**config.mk**
```make
export PLATFORM = sky130hd
export DESIGN_NAME = pir_alarm_sequencer
export DESIGN_NICKNAME = d
export VERILOG_FILES = /design/src/rtl/pir_alarm_sequencer.sv
export SDC_FILE = /design/constraint.sdc
export NUM_CORES = 1
export LEC_CHECK = 0
export CAP_MARGIN = 20
export CORE_MARGIN = 2
export CORE_UTILIZATION = 53
export DETAILED_ROUTE_END_ITERATION = 7
export PLACE_DENSITY = 0.84
export SLEW_MARGIN = 10
export SYNTH_ARGS = -nofsm -noshare
export SYNTH_HDL_FRONTEND = slang
export SYNTH_SLANG_ARGS = --single-unit
```
**constraint.sdc**
```tcl
create_clock -name s00_axi_aclk -period 2.1 [get_ports s00_axi_aclk]
set_input_delay 0.42 -clock s00_axi_aclk [delete_from_list [all_inputs] [get_ports s00_axi_aclk]]
set_output_delay 0.42 -clock s00_axi_aclk [all_outputs]
set_load 0.1 [all_outputs]
```
**src/rtl/pir_alarm_sequencer.sv**
```systemverilog
// PIR motion alarm: synchronizer, debounce filter and DISARMED/ARMED/TRIGGERED/CAPTURE/COOLDOWN sequencer.
// Define PIR_ALARM_BUZZ_PULSE_EN to pulse the buzzer with a BUZZ_HALF_PERIOD square wave instead of a steady level.
module pir_alarm_sequencer #(
    parameter int unsigned DEBOUNCE_CYCLES  = 1000,
    parameter int unsigned CAPTURE_TIMEOUT  = 50000000,
    parameter int unsigned COOLDOWN_CYCLES  = 100000000,
    parameter int unsigned BUZZ_HALF_PERIOD = 25000
) (
    input  logic        s00_axi_aclk,
    input  logic        s00_axi_aresetn,
    input  logic        pir_in,
    input  logic        arm,
    input  logic        clear_alarm,
    input  logic        capture_done,
    output logic        led,
    output logic        buzzer,
    output logic        enable_capture,
    output logic        alarm_active,
    output logic        timeout_flag,
    output logic [15:0] event_count,
    output logic [2:0]  state
);

    typedef enum logic [2:0] {
        ST_DISARMED  = 3'd0,
        ST_ARMED     = 3'd1,
        ST_TRIGGERED = 3'd2,
        ST_CAPTURE   = 3'd3,
        ST_COOLDOWN  = 3'd4
    } state_e;

    localparam logic [15:0] DB_LAST   = 16'(DEBOUNCE_CYCLES - 1);
    localparam logic [31:0] CAP_LAST  = 32'(CAPTURE_TIMEOUT - 1);
    localparam logic [31:0] COOL_LAST = 32'(COOLDOWN_CYCLES - 1);

    logic        sync1_q, sync1_d;
    logic        sync2_q, sync2_d;
    logic        pir_db_q, pir_db_d;
    logic        pir_db_dly_q, pir_db_dly_d;
    logic [15:0] db_cnt_q, db_cnt_d;
    state_e      state_q, state_d;
    logic [31:0] phase_q, phase_d;
    logic [15:0] event_count_q, event_count_d;
    logic        timeout_flag_q, timeout_flag_d;
    logic        led_q, led_d;
    logic        buzzer_q, buzzer_d;
    logic        enable_capture_q, enable_capture_d;
    logic        alarm_active_q, alarm_active_d;
    logic        trigger;
    logic        timeout_hit;
`ifdef PIR_ALARM_BUZZ_PULSE_EN
    localparam logic [23:0] BUZZ_LAST = 24'(BUZZ_HALF_PERIOD - 1);
    logic [23:0] buzz_cnt_q, buzz_cnt_d;
`endif

    always_comb begin
        sync1_d      = pir_in;
        sync2_d      = sync1_q;
        pir_db_dly_d = pir_db_q;

        pir_db_d = pir_db_q;
        db_cnt_d = '0;
        if (sync2_q != pir_db_q) begin
            if (db_cnt_q == DB_LAST) pir_db_d = sync2_q;
            else                     db_cnt_d = db_cnt_q + 16'd1;
        end

        // Registered edge detect puts TRIGGERED one cycle after the filtered level rises.
        trigger = pir_db_q & ~pir_db_dly_q;

        state_d       = state_q;
        phase_d       = phase_q;
        event_count_d = event_count_q;
        timeout_hit   = 1'b0;
        if (!arm) begin
            state_d = ST_DISARMED;
        end else if (clear_alarm && (state_q inside {ST_TRIGGERED, ST_CAPTURE, ST_COOLDOWN})) begin
            state_d = ST_ARMED;
        end else begin
            case (state_q)
                ST_DISARMED: state_d = ST_ARMED;
                ST_ARMED: begin
                    if (trigger) begin
                        state_d = ST_TRIGGERED;
                        if (event_count_q != 16'hFFFF) event_count_d = event_count_q + 16'd1;
                    end
                end
                ST_TRIGGERED: begin
                    state_d = ST_CAPTURE;
                    phase_d = '0;
                end
                ST_CAPTURE: begin
                    if (capture_done) begin
                        state_d = ST_COOLDOWN;
                        phase_d = '0;
                    end else if (phase_q == CAP_LAST) begin
                        state_d     = ST_COOLDOWN;
                        phase_d     = '0;
                        timeout_hit = 1'b1;
                    end else begin
                        phase_d = phase_q + 32'd1;
                    end
                end
                ST_COOLDOWN: begin
                    if (phase_q == COOL_LAST) state_d = ST_ARMED;
                    else                      phase_d = phase_q + 32'd1;
                end
                default: state_d = ST_DISARMED;
            endcase
        end

        timeout_flag_d = clear_alarm ? 1'b0 : (timeout_flag_q | timeout_hit);

        led_d            = state_q inside {ST_TRIGGERED, ST_CAPTURE, ST_COOLDOWN};
        alarm_active_d   = state_q inside {ST_TRIGGERED, ST_CAPTURE};
        enable_capture_d = (state_q == ST_CAPTURE);
`ifdef PIR_ALARM_BUZZ_PULSE_EN
        buzzer_d   = 1'b0;
        buzz_cnt_d = '0;
        if (state_q == ST_TRIGGERED) begin
            buzzer_d = 1'b1;
        end else if (state_q == ST_CAPTURE) begin
            if (buzz_cnt_q == BUZZ_LAST) begin
                buzzer_d = ~buzzer_q;
            end else begin
                buzzer_d   = buzzer_q;
                buzz_cnt_d = buzz_cnt_q + 24'd1;
            end
        end
`else
        buzzer_d = alarm_active_d;
`endif
    end

    always_ff @(posedge s00_axi_aclk) begin
        if (!s00_axi_aresetn) begin
            sync1_q          <= 1'b0;
            sync2_q          <= 1'b0;
            pir_db_q         <= 1'b0;
            pir_db_dly_q     <= 1'b0;
            db_cnt_q         <= '0;
            state_q          <= ST_DISARMED;
            phase_q          <= '0;
            event_count_q    <= '0;
            timeout_flag_q   <= 1'b0;
            led_q            <= 1'b0;
            buzzer_q         <= 1'b0;
            enable_capture_q <= 1'b0;
            alarm_active_q   <= 1'b0;
`ifdef PIR_ALARM_BUZZ_PULSE_EN
            buzz_cnt_q       <= '0;
`endif
        end else begin
            sync1_q          <= sync1_d;
            sync2_q          <= sync2_d;
            pir_db_q         <= pir_db_d;
            pir_db_dly_q     <= pir_db_dly_d;
            db_cnt_q         <= db_cnt_d;
            state_q          <= state_d;
            phase_q          <= phase_d;
            event_count_q    <= event_count_d;
            timeout_flag_q   <= timeout_flag_d;
            led_q            <= led_d;
            buzzer_q         <= buzzer_d;
            enable_capture_q <= enable_capture_d;
            alarm_active_q   <= alarm_active_d;
`ifdef PIR_ALARM_BUZZ_PULSE_EN
            buzz_cnt_q       <= buzz_cnt_d;
`endif
        end
    end

    assign led            = led_q;
    assign buzzer         = buzzer_q;
    assign enable_capture = enable_capture_q;
    assign alarm_active   = alarm_active_q;
    assign timeout_flag   = timeout_flag_q;
    assign event_count    = event_count_q;
    assign state          = state_q;

endmodule

```
=== Word-level counts from Yosys, hierarchy flattened ===
Index checks and enable logic that the tools add are counted.

* Bits in registers: 75
* Logic and storage cells: 67
* Output and inout bits: 24
* Input bits: 6

* Mux-type cells: 15
* $add $sub $neg: 3
* Equal/unequal tests: 16
* Reductions and logical operators: 13
* Bitwise logic cells: 7

{| class="wikitable"
|+ Operator list
! cell !! number
|-
| 2-to-1 mux 32 bit || 3
|-
| one-hot mux 32 bit (3 select lines) || 1
|-
| adder 16 x 1 -> 16 bit, second input constant || 2
|-
| adder 32 x 1 -> 32 bit, second input constant || 1
|-
| == test 32 x 26 -> 1 bit, second input constant || 1
|-
| == test 32 x 27 -> 1 bit, second input constant || 1
|-
| == test 16 x 10 -> 1 bit, second input constant || 1
|-
| != test 16 bit, second input constant || 1
|-
| one-hot mux 3 bit (5 select lines) || 1
|-
| 2-to-1 mux 3 bit || 4
|-
| == test 3 x 2 -> 1 bit, second input constant || 2
|-
| 2-to-1 mux 1 bit || 6
|-
| AND reduction 3 bit || 2
|-
| OR reduction 3 bit || 2
|-
| NOT 1 bit || 5
|-
| AND reduction 5 bit || 1
|-
| != test 2 bit, second input constant || 2
|-
| != test 4 x 2 -> 1 bit, second input constant || 1
|-
| AND reduction 2 bit || 2
|-
| AND reduction 4 bit || 1
|-
| == test 3 x 1 -> 1 bit, second input constant || 1
|-
| == test 3 bit, second input constant || 1
|-
| logical NOT 3 bit || 1
|-
| != test 3 x 1 -> 1 bit, second input constant || 1
|-
| 10 further kinds || 10
|}

=== Depth between registers and ports, before layout ===
Gate-level depths: netlist of the first run.

* Depth after elaboration: 7
* Depth in mapped cells: 8
* Depth with buffers taken out: 6

=== Worst setup path after synthesis of the first run ===
No wires, ideal clock.

* Kind: flip-flop to flip-flop
* Start point: reg state_q[2] (netlist: state[2])
* End point: reg phase_q[8]
* Clock period less this slack: 2.645 ns
* Arrival: 2.559 ns
* Library setup time: 0.086 ns
* Data required time: 2.014 ns
* Setup slack: -0.545 ns
* Buffers on the path: 1
* Stages on the path, launching flop included: 6
* Path through: dfxtp_1 nor3b_4 o21ai_1 buf_6 or4_2 a211oi_1

* Word-level cells in the longest chain between the ends: 5
* Elaborated cells on any way between the ends: 9
* Classes of those cells: eq/ne: 4; mux: 1; bitwise: 1; reduce/logical: 3

{| class="wikitable"
|+ Ends and longest elaborated chain
! what !! RTL line !! text
|-
| start: declaration || 41 || <nowiki>state_e state_q, state_d;</nowiki>
|-
| start signal: assignment || 159 || <nowiki>state_q <= state_d;</nowiki>
|-
| == test 3 x 2 -> 1 bit / == test 3 bit (equally long branches) || 77, 80 ||
|-
| nonzero test 3 bit (no source line) || -- ||
|-
| logical AND 1 bit || 77 || <nowiki>end else if (clear_alarm && (state_q inside {ST_TRIGGERED, ST_CAPTURE, ST_COOLDOWN})) begin</nowiki>
|-
| NOT 1 bit (no source line) || -- ||
|-
| AND reduction 4 bit (no source line) || -- ||
|-
| end signal: assignment || 160 || <nowiki>phase_q <= phase_d;</nowiki>
|-
| end: declaration || 42 || <nowiki>logic [31:0] phase_q, phase_d;</nowiki>
|}

Several ways; a longest one is shown, not always the timed one.
A chain may end at the register's enable or synchronous reset.

=== Worst setup path in the final report of the first run ===
* Start point: reg phase_q[0]
* End point: reg phase_q[8]

* Word-level cells in the longest chain between the ends: 4
* Elaborated cells on any way between the ends: 9
* Classes of those cells: add/sub: 1; eq/ne: 3; mux: 4; reduce/logical: 1

{| class="wikitable"
|+ Ends and longest elaborated chain
! what !! RTL line !! text
|-
| adder 32 x 1 -> 32 bit / == test 32 x 26 -> 1 bit (equally long branches) || 101, 106, 96 ||
|-
| 2-to-1 mux 32 bit || 96 || <nowiki>end else if (phase_q == CAP_LAST) begin</nowiki>
|-
| 2-to-1 mux 32 bit || 93 || <nowiki>if (capture_done) begin</nowiki>
|-
| one-hot mux 32 bit (3 select lines) || 80 || <nowiki>case (state_q)</nowiki>
|}

Several ways; a longest one is shown, not always the timed one. The select of a mux whose other input is x is not followed.

==> results of run 1 <==
[worst max path at each step]
| stage | start | to | slack (ps) |
|---|---|---|---|
| finish | phase_q[0] | phase_q[8] | 30 |
| global route | phase_q[0] | phase_q[5] | -20 |
| CTS | phase_q[0] | phase_q[4] | 2 |
| detailed placement | arm | phase_q[5] | -190 |
| global placement | arm | phase_q[26] | -160 |
| floorplan | state[2] | phase_q[8] | 30 |
[critical path, cell delays in order (launching register included)]
cell and delay [ps]:
dfxtp_4 370, ha_4 170, and4_4 220, nand4_1 130
nor4_4 60, buf_4 160, buf_2 150, or4_2 550
a211oi_2 190
[registers in the layout (all words and copies together), names as in the netlist, 3 cells and up]
name         flops
phase_q         32
db_cnt_q        16
event_count     16
state            3
[stage by stage]
| stage | setup WS [ps] | setup TNS [ps] | std cells |
|---|---|---|---|
| after floorplan | 25.53 | 0 | 442 |
| after global placement | -162.8 | -2474 | 595 |
| after detailed placement | -192.1 | -3762 | 595 |
| after CTS | 1.908 | 0 | 612 |
| after global routing | -22.68 | -27.27 | 615 |
| final | 34.91 | 0 | 615 |
[logic make-up (layout without fill, tap and decap cells)]
| logic type | Yosys count | count (layout) | synth area share, % |
|---|---|---|---|
| AO/OA/AOI/OAI | 48 | 48 | 8.298 |
| flip-flops | 75 | 75 | 39.20 |
| multiplexers | 3 | 3 | 0.7841 |
| XOR/XNOR | 46 | 46 | 10.52 |
| AND/OR/NAND/NOR | 241 | 241 | 37.01 |
| adder cells (fa/ha/maj) | 3 | 3 | 0.9802 |
| buffers and inverters | 26 | 103 | 3.201 |
[cells in the final DEF (no fill, tap or decap), types with 3 or more instances in the layout]
cell type,instances
mux2i_1,3
clkbuf_8,9
o31ai_1,4
dfxtp_1,54
nand3_1,27
nand3b_1,3
inv_1,6
nor4_1,15
xnor2_1,35
dfxtp_2,18
nor2_1,47
a21oi_1,10
and4bb_2,3
nor4b_1,4
buf_4,74
nor2b_1,3
and3_1,9
nand4_1,18
dfxtp_4,3
nand2_1,25
nor3_1,38
a211oi_1,6
clkdlybuf4s50_1,5
nand2b_1,4
and4b_1,3
xor2_1,11
o21ai_0,9
nand4b_1,3
a211oi_2,3
and4_1,8
and2_1,7
[what timing repair did]
item	CTS	global route
buffers inserted	2	3
hold endpoints to repair	0	0
cloned	0	0
pin swaps	2	6
setup endpoints to repair	31	11
resized for setup	5	11
[per-layer routing]
layer,track usage [%],vias to the layer above,part of all wire [%]
met3,4.801,28,6.1
met5,0,-,0
met4,11.94,0,2.8
met1,33.05,1720,45
li1,-,1786,-
met2,39.89,137,46
[where the power goes]
| part | leakage (nW) | switching [mW] | internal, mW |
|---|---|---|---|
| logic | 0.969 | 0.0435 | 0.0259 |
| registers | 0.616 | 0.00424 | 1.42 |
| clock network | 0.106 | 0.543 | 0.666 |
| total | 1.69 | 0.591 | 2.11 |
[cell type report]
class / count / share of cell area [%]
sequential: 75 / 31.99
timing repair buffer: 82 / 13.56
inverter: 6 / 0.4692
multi-input combinational: 341 / 47.03
clock inverter: 6 / 1.877
tap: 96 / 2.503
clock buffer: 9 / 2.581
==> metrics.csv, run 1 <==
stage,metric,value,unit
route,drt_iter0_markers,302,
die,number_of_rows_created_at_floorplan,30,
route,routed_via_density,5.969,
setup_path,critPathCaptureType,register,
timing,fmaxAchievable,484.2,MHz
global_route,initial_antenna_violation_count,0,
power_and_ir_drop,power_leakage,1.691,nW
placement,place_congestion,1.009,
placement,place.detailed.hpwl,6.632,mm
timing,maxSlewViolCount,0,
placement,placed_area,0.004498,mm^2
yosys,ys_dominant_reg_cell,dfxtp_1,
route,drtAntennaViolNets,0,
clock_network,cts_root_buffer,clkbuf_8,
yosys,synth_edf_count,0,
yosys,synth_largest_area_cell,dfxtp_1,
timing,final_min_period_over_clock_period,98.34,%
die,count_of_boundary_i_o_pins,30,
setup_path,worst-r2r-cell-count,8,
yosys,post_synth_inst_count,442,
clock_network,htreeDepth,3,
clock_network,clkLatencyLatePin,350,ps
finish,number_of_nets_at_the_end_of_the_flow,524,
setup_path,worst-r2r-setup-slack,30,ps
finish,post-route-util,69.49,%
finish,finalInstanceArea,0.004800,mm^2
finish,proportion_of_layout_cells_with_a_drive_suffix_above_1,26.78,%
power_and_ir_drop,power.total,2.703,mW
setup_path,crit_arrival,2330,ps
global_route,groute.usage.overall,25.13,%
clock_network,clkSlewWorstSetupHoldPaths,80,ps
clock_network,cts_buffers,9,
finish,insertedDiodeCount,0,
clock_network,cts.sinks,75,
outcome,status,"complete, no violations",
timing,worst_pin_slew,566.8,ps
yosys,ys_seq_area_share,39.20,%
yosys,yosys-top-cells-area,"dfxtp_1 (39%), xnor2_1 (8.0%), nor3_1 (5.0%)",
worst_hold_path,hp-start,sync1_q,
die,initial_utilization,55.45,%
die,chipWidth,89.01,um
setup_path,worstPathMaxFanout,6,
global_route,grt_first_pass_wirelength,15.61,mm
timing,finalWorstPathRequiredPeriod,2065,ps
global_route,grt_pass1_vias,3390,
setup_path,critical_path.reg2reg.startpoint,phase_q[0],
finish,filler_cell_count,567,
timing,timing_hold_violations_final,0,
power_and_ir_drop,vdd.ir_drop.worst,310.7,uV
yosys,synth.most_common_cell,dfxtp_1,
route,drt_pass1_iterations,5,
die,fp.coreArea,0.006907,mm^2
global_route,grt_start_max_net_pins,37,
timing,hold-worst-slack,443.4,ps
yosys,yosysWarningCount,0,
placement,placement.io_buffers,29,
die,die_height,89.01,um
route,total_vias_in_the_final_route,3671,
timing,report.final.setup_viol,0,
yosys,synth-seq-cells,75,
worst_hold_path,whs_endpoint,sync2_q,
die,fp.dieArea,0.007922,mm^2
worst_hold_path,worstHoldPathCells,1,
clock_network,cts_tree,yes,
route,detail_route.wirelength,9.542,mm
finish,synthToLayoutAreaGrowth,25.32,%
clock_network,number_of_buffers_on_the_longest_clock_path,2,
clock_network,cts-hold-fix-buffers,0,
timing,rsz0062_at_grt,yes,
global_route,grt_overflow,0,
job,maxCapViolations,0,
yosys,synthDominantCellAreaShare,39.20,%
worst_hold_path,hp-class,register to register,
yosys,synthesis.nets,451,
timing,maxSlewHeadroom,61.96,%
yosys,area_of_the_mapped_netlist,0.003830,mm^2
setup_path,crit_required,2370,ps
timing,fin_worst_skew,9.661,ps
finish,final-seq-area,0.001535,mm^2
yosys,postSynth.asyncResetShare,0,%
route,drc_errors,0,
yosys,syn_avg_cell_area,8.665,um^2
setup_path,crit_path_start_kind,register,
setup_path,worstReg2RegEnd,phase_q[8],
power_and_ir_drop,cellPowerDensity,563.2,mW/mm^2
finish,total_area_of_multi_input_combinational_cells,0.002257,mm^2
route,wl_per_cell,15.52,um
yosys,post_synth_num_cell_types,59,
yosys,post_synth_most_frequent_cells,"dfxtp_1 (75), nor2_1 (47), nor3_1 (38), xnor2_1 (35), nand3_1 (27)",
setup_path,critPathKind,register to register,
Note: power is estimated with default switching activity, not from simulation.
==> run 2: changes to the inputs <==
--- a/config.mk
+++ b/config.mk
@@ -7,9 +7,10 @@
 export LEC_CHECK = 0
 export CAP_MARGIN = 20
 export CORE_MARGIN = 2
-export CORE_UTILIZATION = 53
+export CORE_UTILIZATION = 57
 export DETAILED_ROUTE_END_ITERATION = 7
-export PLACE_DENSITY = 0.84
+export DONT_BUFFER_PORTS = 1
+export PLACE_DENSITY = 0.83
 export SLEW_MARGIN = 10
 export SYNTH_ARGS = -nofsm -noshare
 export SYNTH_HDL_FRONTEND = slang
==> run 2 against run 1 <==
Sequential cell count is the same; utilization increased by 0.70 points; register-to-register slack improved by 70 ps; combinational power is 35% lower; count of clock-buffer cells in the layout grew 2; clock power decreased by 15%; largest cell class unchanged; highest routed layer unchanged.
==> metrics.csv, run 2 (synthesis gave the netlist of run 1 again) <==
stage,metric,value,unit
finish,insertedDiodeCount,0,
die,die_height,85.97,um
setup_path,worstPathCellList,ha_1 -> and4_4 -> nand4_1 -> nor4_4 -> buf_12 -> or4_2 -> a211oi_1,
finish,most_common_cell_after_layout_fill_and_taps_aside,dfxtp_1,
timing,fmaxAchievable,500.0,MHz
timing,timing.final.ws_setup,100.0,ps
die,fp.dieArea,0.007391,mm^2
global_route,grt_first_pass_wirelength,16.21,mm
power_and_ir_drop,power.total,2.497,mW
timing,worst_pin_slew,654.7,ps
power_and_ir_drop,vdd.ir_drop.worst,359.9,uV
placement,placed_area,0.004315,mm^2
die,initial_utilization,59.63,%
setup_path,worstReg2RegEnd,phase_q[4],
global_route,grt_overflow,0,
clock_network,clkLatencyLatePin,360,ps
timing,finalWorstPathRequiredPeriod,2000,ps
power_and_ir_drop,power_leakage,1.539,nW
setup_path,critPathCaptureType,register,
setup_path,critical_path.reg2reg.startpoint,phase_q[0],
power_and_ir_drop,comb_power_share,1.8,%
finish,mostFrequentLayoutCells,"dfxtp_1 (55), buf_4 (50), nor2_1 (47)",
route,detail_route.wirelength,9.449,mm
job,maxCapViolations,0,
route,drt_iter0_markers,318,
setup_path,critPathLaunch,phase_q[0],
timing,maxSlewHeadroom,55.22,%
finish,synthToLayoutAreaGrowth,17.71,%
setup_path,crit_arrival,2280,ps
clock_network,cts_buffers,9,
route,total_vias_in_the_final_route,3575,
timing,maxSlewViolCount,0,
route,wl_per_cell,16.61,um
timing,fin_worst_skew,11.31,ps
setup_path,critPathKind,register to register,
route,drt_pass1_iterations,5,
finish,largest_reg_flops,32,
finish,finalInstanceArea,0.004508,mm^2
die,count_of_boundary_i_o_pins,30,
clock_network,cts_root_buffer,clkbuf_8,
timing,hold-worst-slack,115.6,ps
die,chipWidth,85.97,um
global_route,grt_pass1_vias,3485,
setup_path,critical-path-slowest-cell,or4_2,
clock_network,htreeDepth,3,
route,drtAntennaViolNets,0,
clock_network,number_of_buffers_on_the_longest_clock_path,2,
placement,place.detailed.hpwl,6.705,mm
placement,post-place-cells,553,
route,routed_via_density,6.283,
global_route,groute.usage.overall,27.01,%
die,fp.coreArea,0.006422,mm^2
setup_path,crit_required,2380,ps
timing,setup_total_negative_slack,0,ps
placement,place_congestion,0.9132,
setup_path,worstPathMaxFanout,15,
finish,largest-register,phase_q,
timing,timing_hold_violations_final,0,
setup_path,cp-endpoint,phase_q[4],
outcome,status,"complete, no violations",
global_route,initial_antenna_violation_count,0,
finish,number_of_nets_at_the_end_of_the_flow,496,
clock_network,clkSlewWorstSetupHoldPaths,80,ps
placement,placement.io_buffers,0,
power_and_ir_drop,switching_share,23.97,%
clock_network,cts-hold-fix-buffers,0,
finish,final_cell_count_no_fill,569,
setup_path,crit_path_start_kind,register,
power_and_ir_drop,clkPwrFrac,41.1,%
timing,rsz0062_at_grt,no,
timing,final_min_period_over_clock_period,95.24,%
power_and_ir_drop,net_switching_component_of_the_power,0.5985,mW
finish,post-route-util,70.19,%
route,drc_errors,0,
die,number_of_rows_created_at_floorplan,29,
setup_path,timing.critical_path.slowest_cell_delay,600,ps
finish,proportion_of_layout_cells_with_a_drive_suffix_above_1,22.56,%
clock_network,cts.sinks,75,
timing,report.final.setup_viol,0,
worst_hold_path,hp-class,input port to register,
placement,place_ws,30.48,ps
power_and_ir_drop,cell_internal_pwr,1.899,mW
finish,filler_cell_count,488,
setup_path,worst-r2r-setup-slack,100,ps
power_and_ir_drop,p_seq_share,57.1,%
power_and_ir_drop,cellPowerDensity,554.0,mW/mm^2
global_route,grt_start_max_net_pins,34,
setup_path,worst-r2r-cell-count,7,
clock_network,cts_tree,yes,
run 2: area by class of cell:
cell class | count | area, um^2 | share of cell area [%]
Tap cell | 77 | 96.34 | 2.137
Multi-Input combinational cell | 341 | 2223 | 49.32
Clock buffer | 11 | 141.4 | 3.136
Sequential cell | 75 | 1531 | 33.97
Timing Repair Buffer | 54 | 455.4 | 10.10
Inverter | 6 | 22.52 | 0.4996
Clock inverter | 5 | 37.54 | 0.8326
run 2: worst min-delay path by stage:
stage                     slack [ps]         from            to  cells past startpoint
after detailed placement         440  db_cnt_q[0]   db_cnt_q[0]                      1
final                            120  clear_alarm  timeout_flag                      1
after global routing             120  clear_alarm  timeout_flag                      1
after global placement           430  db_cnt_q[0]   db_cnt_q[0]                      1
after floorplan                  410      sync1_q       sync2_q                      1
after CTS                        110  clear_alarm  timeout_flag                      1
run 2: metal layers:
| layer | vias to the layer above | GRT usage (%) | wire length, um |
|---|---|---|---|
| li1 | 1719 | - | - |
| met1 | 1720 | 33.45 | 4102 |
| met2 | 113 | 45.38 | 4676 |
| met3 | 23 | 6.737 | 482 |
| met4 | 0 | 9.812 | 187 |
| met5 | - | 0 | 0 |
run 2: worst max-delay path, delay by kind of cell, from the launching register on:
family | cells | cell delay (ps)
buffers and inverters | 1 | 150
adder cells (fa/ha/maj) | 1 | 230
AND/OR/NAND/NOR | 4 | 1000
AO/OA/AOI/OAI | 1 | 230
flip-flops | 1 | 320
run 2: power groups by stage:
stage,clock [mW],sequential (mW),combinational (mW)
finish,1.03,1.43,0.0452
detailed placement,0,1.46,0.0451
global placement,0,1.46,0.0443
CTS,1.04,1.43,0.0451
floorplan,0,1.47,0.0272
global route,1.10,1.43,0.0494
run 2: timing repair:
action	CTS	global route
setup endpoints to repair	0	7
gates resized for setup	0	4
buffers inserted	0	0
==> run 3: changes to the inputs <==
--- a/config.mk
+++ b/config.mk
@@ -10,6 +10,7 @@
 export CORE_UTILIZATION = 57
 export DETAILED_ROUTE_END_ITERATION = 7
 export DONT_BUFFER_PORTS = 1
+export HOLD_SLACK_MARGIN = 0.02
 export PLACE_DENSITY = 0.83
 export SLEW_MARGIN = 10
 export SYNTH_ARGS = -nofsm -noshare
==> results of run 3 <==
No change in the layout: final DEF, timing and power equal those of run 2.
